<file path="config.mk">
export PLATFORM = sky130hd
export DESIGN_NAME = fetch_stage
export DESIGN_NICKNAME = d
export VERILOG_FILES = /design/src/rtl/mips_fetch_pkg.sv /design/src/rtl/fetch_fifo.sv /design/src/rtl/fetch_stage.sv
export SDC_FILE = /design/constraint.sdc
export NUM_CORES = 1
export LEC_CHECK = 0
export ABC_AREA = 1
export BUFFER_PORTS_ARGS = -buffer_cell sky130_fd_sc_hd__buf_4
export CAP_MARGIN = 20
export CELL_PAD_IN_SITES_DETAIL_PLACEMENT = 1
export CELL_PAD_IN_SITES_GLOBAL_PLACEMENT = 1
export CORE_MARGIN = 3
export CORE_UTILIZATION = 40
export CTS_BUF_LIST = sky130_fd_sc_hd__clkbuf_8
export DETAILED_ROUTE_END_ITERATION = 6
export PLACE_DENSITY_LB_ADDON = 0.1
export SYNTH_ARGS = -nofsm -noshare
export SYNTH_HDL_FRONTEND = slang
export SYNTH_HIERARCHICAL = 1
export SYNTH_SLANG_ARGS = --single-unit
</file>
<file path="constraint.sdc">
create_clock -name clk -period 3.3 [get_ports clk]
set_input_delay 0.66 -clock clk [delete_from_list [all_inputs] [get_ports clk]]
set_output_delay 0.66 -clock clk [all_outputs]
set_load 0.05 [all_outputs]
</file>
<file path="src/rtl/mips_fetch_pkg.sv">
// mips_fetch_pkg: shared types and constants for the MIPS64 fetch stage
package mips_fetch_pkg;
  localparam logic [63:0] RESET_PC_DEFAULT = 64'hFFFF_FFFF_BFC0_0000;
  localparam logic [31:0] INSTR_NOP = 32'h0;
  typedef struct packed {
    logic [63:0] pc;
    logic [31:0] instr;
  } fetch_entry_t;
  typedef enum logic {
    FETCH,
    DRAIN
  } fetch_state_e;
endpackage

</file>
<file path="src/rtl/fetch_fifo.sv">
// fetch_fifo: DEPTH-entry FIFO with synchronous flush and combinational head read
module fetch_fifo #(
  parameter int W = 32,
  parameter int DEPTH = 2
) (
  input  logic                   clk,
  input  logic                   rst_n,
  input  logic                   flush,
  input  logic                   push,
  input  logic                   pop,
  input  logic [W-1:0]           din,
  output logic [W-1:0]           dout,
  output logic [$clog2(DEPTH):0] count,
  output logic                   full,
  output logic                   empty
);
  localparam int AW = $clog2(DEPTH);
  logic [W-1:0] mem [DEPTH];
  logic [AW-1:0] wp, rp;
  assign dout = mem[rp];
  assign full = count == (AW+1)'(DEPTH);
  assign empty = count == '0;
  always_ff @(posedge clk or negedge rst_n)
    if (!rst_n) begin
      mem <= '{default: '0};
      wp <= '0;
      rp <= '0;
      count <= '0;
    end else if (flush) begin
      wp <= '0;
      rp <= '0;
      count <= '0;
    end else begin
      if (push) mem[wp] <= din;
      wp <= push ? wp + 1'b1 : wp;
      rp <= pop ? rp + 1'b1 : rp;
      count <= count + (AW+1)'(push) - (AW+1)'(pop);
    end
endmodule

</file>
<file path="src/rtl/fetch_stage.sv">
// fetch_stage: MIPS64 instruction fetch with credit-limited issue, fetch buffer and redirect drain (optional FETCH_PERF_CNT_EN counters)
module fetch_stage
  import mips_fetch_pkg::*;
#(
  parameter int              PC_W     = 64,
  parameter int              INSTR_W  = 32,
  parameter int              DEPTH    = 2,
  parameter logic [PC_W-1:0] RESET_PC = PC_W'(RESET_PC_DEFAULT)
) (
  input  logic               clk,
  input  logic               rst_n,
  output logic               imem_req_valid,
  input  logic               imem_req_ready,
  output logic [PC_W-1:0]    imem_req_addr,
  input  logic               imem_rsp_valid,
  input  logic [INSTR_W-1:0] imem_rsp_data,
  input  logic               redirect_valid,
  input  logic [PC_W-1:0]    redirect_pc,
  output logic               id_valid,
  input  logic               id_ready,
  output logic [INSTR_W-1:0] id_instr,
  output logic [PC_W-1:0]    id_pc
`ifdef FETCH_PERF_CNT_EN
  ,
  output logic [31:0]        perf_fetched,
  output logic [31:0]        perf_discarded
`endif
);
  localparam int AW = $clog2(DEPTH);
  fetch_state_e state;
  logic live;
  logic [PC_W-1:0] pc, tag;
  logic [AW:0] ifq_count, tq_count, stale, stale_n;
  logic ifq_push, ifq_pop, ifq_full, ifq_empty, tq_full, tq_empty, rsp, req_fire;
  logic [PC_W+INSTR_W-1:0] head;
  assign rsp = imem_rsp_valid && !tq_empty;
  assign req_fire = imem_req_valid && imem_req_ready;
  assign imem_req_valid = live && state == FETCH && !tq_full && !redirect_valid &&
                          ({1'b0, ifq_count} + {1'b0, tq_count}) < (AW+2)'(DEPTH);
  assign imem_req_addr = pc;
  assign ifq_pop = id_valid && id_ready;
  assign ifq_push = rsp && stale == '0 && !redirect_valid && (!ifq_full || ifq_pop);
  assign id_valid = !ifq_empty && !redirect_valid;
  assign {id_pc, id_instr} = head;
  assign stale_n = redirect_valid ? tq_count - (AW+1)'(rsp) : stale - (AW+1)'(rsp && stale != '0);
  fetch_fifo #(.W(PC_W + INSTR_W), .DEPTH(DEPTH)) u_ifq (
    .clk(clk),
    .rst_n(rst_n),
    .flush(redirect_valid),
    .push(ifq_push),
    .pop(ifq_pop),
    .din({tag, imem_rsp_data}),
    .dout(head),
    .count(ifq_count),
    .full(ifq_full),
    .empty(ifq_empty)
  );
  fetch_fifo #(.W(PC_W), .DEPTH(DEPTH)) u_tq (
    .clk(clk),
    .rst_n(rst_n),
    .flush(1'b0),
    .push(req_fire),
    .pop(rsp),
    .din(pc),
    .dout(tag),
    .count(tq_count),
    .full(tq_full),
    .empty(tq_empty)
  );
  always_ff @(posedge clk or negedge rst_n)
    if (!rst_n) begin
      live <= 1'b0;
      pc <= RESET_PC;
      stale <= '0;
      state <= FETCH;
    end else begin
      live <= 1'b1;
      pc <= redirect_valid ? redirect_pc & ~PC_W'(3) : req_fire ? pc + PC_W'(4) : pc;
      stale <= stale_n;
      state <= stale_n != '0 ? DRAIN : FETCH;
    end
`ifdef FETCH_PERF_CNT_EN
  logic [32:0] fetched_sum, discarded_sum;
  assign fetched_sum = {1'b0, perf_fetched} + 33'(ifq_pop);
  assign discarded_sum = {1'b0, perf_discarded} + 33'(rsp && (stale != '0 || redirect_valid)) +
                         (redirect_valid ? 33'(ifq_count) : 33'd0);
  always_ff @(posedge clk or negedge rst_n)
    if (!rst_n) begin
      perf_fetched <= '0;
      perf_discarded <= '0;
    end else begin
      perf_fetched <= fetched_sum[32] ? '1 : fetched_sum[31:0];
      perf_discarded <= discarded_sum[32] ? '1 : discarded_sum[31:0];
    end
`endif
endmodule

</file>
; Word-level counts from Yosys, hierarchy flattened
; Index checks and enable logic that the tools add are counted.
[classes]
add_sub_neg = 12
bitwise = 6
n_reduce_logical = 29
eq_ne = 2
muxes = 21
n_lt_le_gt_ge = 7
[op_table]
columns = op, n
row1 = 64-bit two-way mux, 6
row2 = 96-bit two-way mux, 4
row3 = 192-bit bitwise mux, 1
row4 = 128-bit bitwise mux, 1
row5 = 96-bit demux with 1-bit select, 1
row6 = "64-bit by 3-bit adder with 64-bit output, second input constant", 1
row7 = 64-bit demux with 1-bit select, 1
row8 = 1-bit logical AND, 14
row9 = 2-bit nonzero test, 5
row10 = "2-bit greater-or-equal comparator, second input constant", 4
row11 = 1-bit inverter with 2-bit output, 4
row12 = 2-bit by 1-bit subtractor with 2-bit output, 4
row13 = 2-bit logical NOT, 3
row14 = 1-bit logical NOT, 5
row15 = 1-bit two-way mux, 5
row16 = "1-bit adder, second input constant", 4
row17 = 2-bit by 1-bit adder with 2-bit output, 2
row18 = "2-bit equality test, second input constant", 2
row19 = "2-bit by 1-bit < comparator with 1-bit output, second input constant", 2
row20 = 2-bit two-way mux, 2
row21 = 2-bit by 2-bit adder with 3-bit output, 1
row22 = "3-bit by 2-bit < comparator with 1-bit output, second input constant", 1
row23 = 1-bit inverter, 2
row24 = 2-bit AND reduction, 1
row25 = 1-bit logical OR, 1
[word_totals]
in_bits = 102
regBits = 396
word_cells = 91
output_inout_bits = 162

; Logic depth before layout (Yosys ltp)
[logic_depth]
depth_word = 9
depth_mapped = 13
depth_no_buf = 10

; By module
; The synthesis kept the hierarchy.
[modules_own_cells]
columns = module, n_inst, area_per_inst_um2, cells_each, seq_area_each_um2
row1 = fetch_fifo at u_ifq, 1, 8947.3, 849, 4904.7
row2 = fetch_fifo at u_tq, 1, 6089.6, 575, 3303.2
row3 = fetch_stage, 1, 5258.8, 837, 1702.9

; Worst setup path after synthesis
; OpenSTA, ideal clock, no wires.
[synth_timing]
path_kind = input to register
from = in redirect_valid
to = reg u_ifq/mem[10] in the netlist's numbering
path_buffers = 4
arrival_time_ps = 2815
setup_ps = 130
setup_slack_ps = 355
stages = 10
t_required_ps = 3170
cell_sequence = buf_2 > buf_2 > nor2_1 > nand2_1 > a21oi_1 > nand3_2 > buf_6 > buf_6 > nand2_1 > o21ai_0
[synth_between]
elab_chain_len = 6
word_cells_on_any_way = 8
cone_classes = 1 x bitwise / 7 x reduce/logical
[synth_rtl]
columns = item, line_no
row1 = "start, declared", fetch_stage.sv:17  ; input logic redirect_valid,
row2 = 1-bit logical NOT, fetch_stage.sv:43  ; assign id_valid = !ifq_empty && !redirect_valid;
row3 = 1-bit logical AND, fetch_stage.sv:43
row4 = net id_valid, fetch_stage.sv:19  ; output logic id_valid,
row5 = 1-bit logical AND, fetch_stage.sv:41  ; assign ifq_pop = id_valid && id_ready;
row6 = 1-bit logical OR, fetch_stage.sv:42  ; assign ifq_push = rsp && stale == '0 && !redirect_valid && (!ifq_full || ifq_pop);
row7 = 1-bit logical AND, fetch_stage.sv:42
row8 = net ifq_push, fetch_stage.sv:34  ; logic ifq_push, ifq_pop, ifq_full, ifq_empty, tq_full, tq_empty, rsp, req_fire;
row9 = 2-bit AND reduction (no source line), n/a
row10 = "end signal, assigned by index", fetch_fifo.sv:34  ; if (push) mem[wp] <= din;
row11 = "end, declared", fetch_fifo.sv:18  ; logic [W-1:0] mem [DEPTH];
; The timed path passes the listed nets, and every way through them passes these cells.
; A chain may end at the register's enable or synchronous reset.

; Worst setup path in the final report
[layout_timing]
from = reg u_tq.count[0]
to = out imem_req_valid
[layout_between]
elab_chain_len = 5
word_cells_on_any_way = 7
cone_classes = 1 x add/sub / 1 x order compare / 1 x eq/ne / 4 x reduce/logical
[layout_rtl]
columns = item, line_no
row1 = "start, declared", fetch_fifo.sv:13  ; output logic [$clog2(DEPTH):0] count,
row2 = "start signal, assigned", fetch_fifo.sv:37  ; count <= count + (AW+1)'(push) - (AW+1)'(pop);
row3 = branches (longest 4 deep; another with 2-bit by 2-bit adder with 3-bit output), n/a
row4 = 1-bit logical AND (*), fetch_stage.sv:38  ; assign imem_req_valid = live && state == FETCH && !tq_full && !redirect_valid &&
row5 = "end, declared", fetch_stage.sv:12  ; output logic imem_req_valid,
; Every way passes the cells marked *.

==> impl_metrics.json <==
{
  "dp_hpwl_um": 42100,
  "grt_max_degree": 193,
  "min_period_ns": 3.08,
  "critPathMaxFanout": 5,
  "synth_compound_area_frac": 0.132,
  "gp_congestion": 0.889,
  "cp.arrival_ns": 2.42,
  "cts_buffer_depth": 3,
  "grt_pass1_vias": 17415,
  "synth_top_area_cell": "dfrtp_1",
  "synth_cell_types": 40,
  "io_pins": 264,
  "avgSynthCellArea_sq_um": 8.98,
  "combPwrFrac": 0.369,
  "p_leak_uw": 0.0119,
  "fin_util": 0.485,
  "ys.warnings.count": 6,
  "critPathMaxStageDelay_ns": 0.44,
  "max_freq_ghz": 0.325,
  "cts_tree": "yes",
  "synth_cells": 2261,
  "finalClockSkew_ns": 0.0243,
  "synthXorXnorAreaFrac": 0.0117,
  "criticalPathCategory": "flip-flop to primary output",
  "synth_flop_cell": "dfrtp_1",
  "p_switching_uw": 7320,
  "core_sq_um": 49600,
  "synth_top_family_by_area": "simple AND/OR/NAND/NOR gates",
  "setup_tns_ns": 0,
  "pwr-share-clk": 0.250,
  "synth.area.mux_share": 0.0926,
  "cts_buffers": 72,
  "clock-root-buffer": "clkbuf_8",
  "required_ns": 2.64,
  "final-hold-violation-count": 0,
  "drt-pass1-iter-count": 5,
  "status": "finished clean",
  "p_int_uw": 10900,
  "period_share": 0.933,
  "track_usage": 0.228,
  "maxSlewViolCount": 0,
  "nFillCells": 5854,
  "dieHeight_um": 231,
  "drtIter0Drc": 768,
  "syn2layout_area_growth_pct": 18.3,
  "ff2ff_path_depth": 11,
  "slew_headroom": 0.394,
  "setup_viol": 0,
  "synth.top_cells.by_area": "dfrtp_1 (44%), nand2_1 (11%), mux2_2 (7.9%)",
  "synth_simple_gate_area_share": 0.175,
  "power.density_nw_per_um2": 757,
  "synth-seq-area-share": 0.488,
  "max_cap_viol_count": 0,
  "row_count": 81,
  "ys_ff_latch": 394,
  "worst_setup_path_start_kind": "flip-flop",
  "synth.cell_area_sq_um": 20300,
  "via_count": 15981,
  "tightestPinTransition_ns": 0.909,
  "grt_pass1_wl_um": 96300,
  "yosysTopAreaCellShare": 0.435,
  "peakVddDrop_v": 0.000315,
  "rsz0062_at_grt": "no",
  "die_w_um": 231,
  "ys_async_sr_fraction": 1.00,
  "initial_utilization": 0.410,
  "synth_edf_count": 0,
  "antenna_cells": 0,
  "hold_class": "input pin to flip-flop",
  "critPathSlowestCell": "fa_1",
  "nNetsFinal": 2624,
  "routed_wl_um": 59900,
  "final_layout_size_suffix_gt1_frac": 0.298,
  "dieArea_sq_um": 53500,
  "htree_levels": 3,
  "antenna_found_initial": 0,
  "seq_power_share": 0.381,
  "avgViaCountPerCell": 4.94,
  "critPathCaptureType": "primary output",
  "clk_pin_slew_ns": 0.06,
  "post_drt_wl_per_cell_um": 18.5,
  "grt_overflow": 0,
  "clock-sinks": 394,
  "swShare": 0.403,
  "drcViolationCount": 0,
  "clkLatencyLatePin_ns": 0.63,
  "ant_nets": 0,
  "path_cells": "nand2_1 -> inv_1 -> fa_1 -> nor2_1 -> and3_1 -> buf_4",
  "synth-adder-area-share": 0.00530,
  "io_buffer_count": 259,
  "hold_path_depth": 3
}
## registers in the layout (all words and copies together), names as in the netlist
register / flops
u_ifq/mem: 192
u_tq/mem: 128
imem_req_addr: 62
stale: 2
u_ifq/count: 2
u_tq/count: 2
live: 1
state: 1
u_ifq/rp: 1
u_ifq/wp: 1
u_tq/rp: 1
u_tq/wp: 1
## layer usage
layer	track usage	wire length, um
met1	0.312	28200
met2	0.374	27800
met3	0.0340	2530
met4	0.0740	1420
met5	0	0
## power by group through the flow
stage               Sequential (uW)  Combinational (uW)  Clock, uW
detailed placement             7010                6740          0
global placement               6940                6590          0
CTS                            6940                6780       4730
global route                   7100                7270       4970
floorplan                      7100                4500          0
finish                         6930                6700       4540
## path summary, 6_finish.rpt
| check | start | endpoint | slack (ns) |
|---|---|---|---|
| setup / recovery | u_tq/count[0] | imem_req_valid | 0.22 |
| hold / removal | redirect_pc[5] | imem_req_addr[5] | 0.26 |
| setup reg to reg | u_tq/count[0] | u_tq/mem[95] | 0.33 |
| hold reg to reg | u_ifq/mem[92] | u_ifq/mem[92] | 0.48 |
| max in group asynchronous | rst_n | u_ifq/mem[186] | 1.69 |
| min in group asynchronous | rst_n | u_ifq/mem[124] | 0.60 |
## cells in the mapped netlist, drive strengths merged, types with 3 or more instances
library cell,instances
o211ai,9
dfstp,41
buf,98
a21oi,7
xor2,24
nor2,139
xnor2,3
clkbuf,14
inv,281
o21bai,19
mux2,160
nand4,6
nor3,4
nand2,618
ha,7
dfrtp,353
o21ai,380
nand3,88
## cells in the final DEF (no fill, tap or decap), drive strengths merged, types with 2 or more instances in the layout
cell type / n
o21ai: 380
nand3b: 2
nor2: 139
dfstp: 41
o211ai: 9
nand3: 88
nand2: 618
inv: 312
a21oi: 7
buf: 284
nand4: 6
mux2: 160
dfrtp: 353
xnor2: 3
conb: 8
ha: 7
clkinv: 6
clkbuf: 92
o21bai: 19
xor2: 24
nor3: 4
## area by class of cell
type / count / area, sq um / share of cell area
Timing Repair Buffer: 285 / 2300 / 0.0958
Multi-Input combinational cell: 1478 / 8490 / 0.354
Inverter: 283 / 1060 / 0.0442
Tap cell: 664 / 831 / 0.0346
Clock inverter: 36 / 149 / 0.00620
Clock buffer: 92 / 1270 / 0.0527
Sequential cell: 394 / 9920 / 0.413
## kinds of logic after synthesis
group           Yosys count
buf+inv                 395
flops                   394
fa+ha+maj                 8
mux                     161
compound gates          415
other cells               2
xor+xnor                 27
simple gates            859
## worst max-delay path: cells and delay by family (launching register included)
kind	cells	cell delay, ns
simple gates	3	0.65
fa+ha+maj	1	0.44
flops	1	0.43
buf+inv	2	0.28
## through the flow
step	cell area (sq um)	hold WS, ns	instances	worst slack [ns]	total power (uW)
floorplan	20300	0.364	2267	0.355	11600
finish	24000	0.258	3232	0.222	18200
global placement	22600	0.459	3103	0.406	13500
CTS	24000	0.200	3232	0.178	18400
global route	24000	0.244	3232	0.0928	19300
detailed placement	22600	0.463	3103	0.334	13700
## what timing repair did
action,CTS,global route
buffers inserted,0,0
resized for setup,0,0
hold endpoints to repair,52,0
hold buffers,1,0
(Power assumes the default switching activity.)
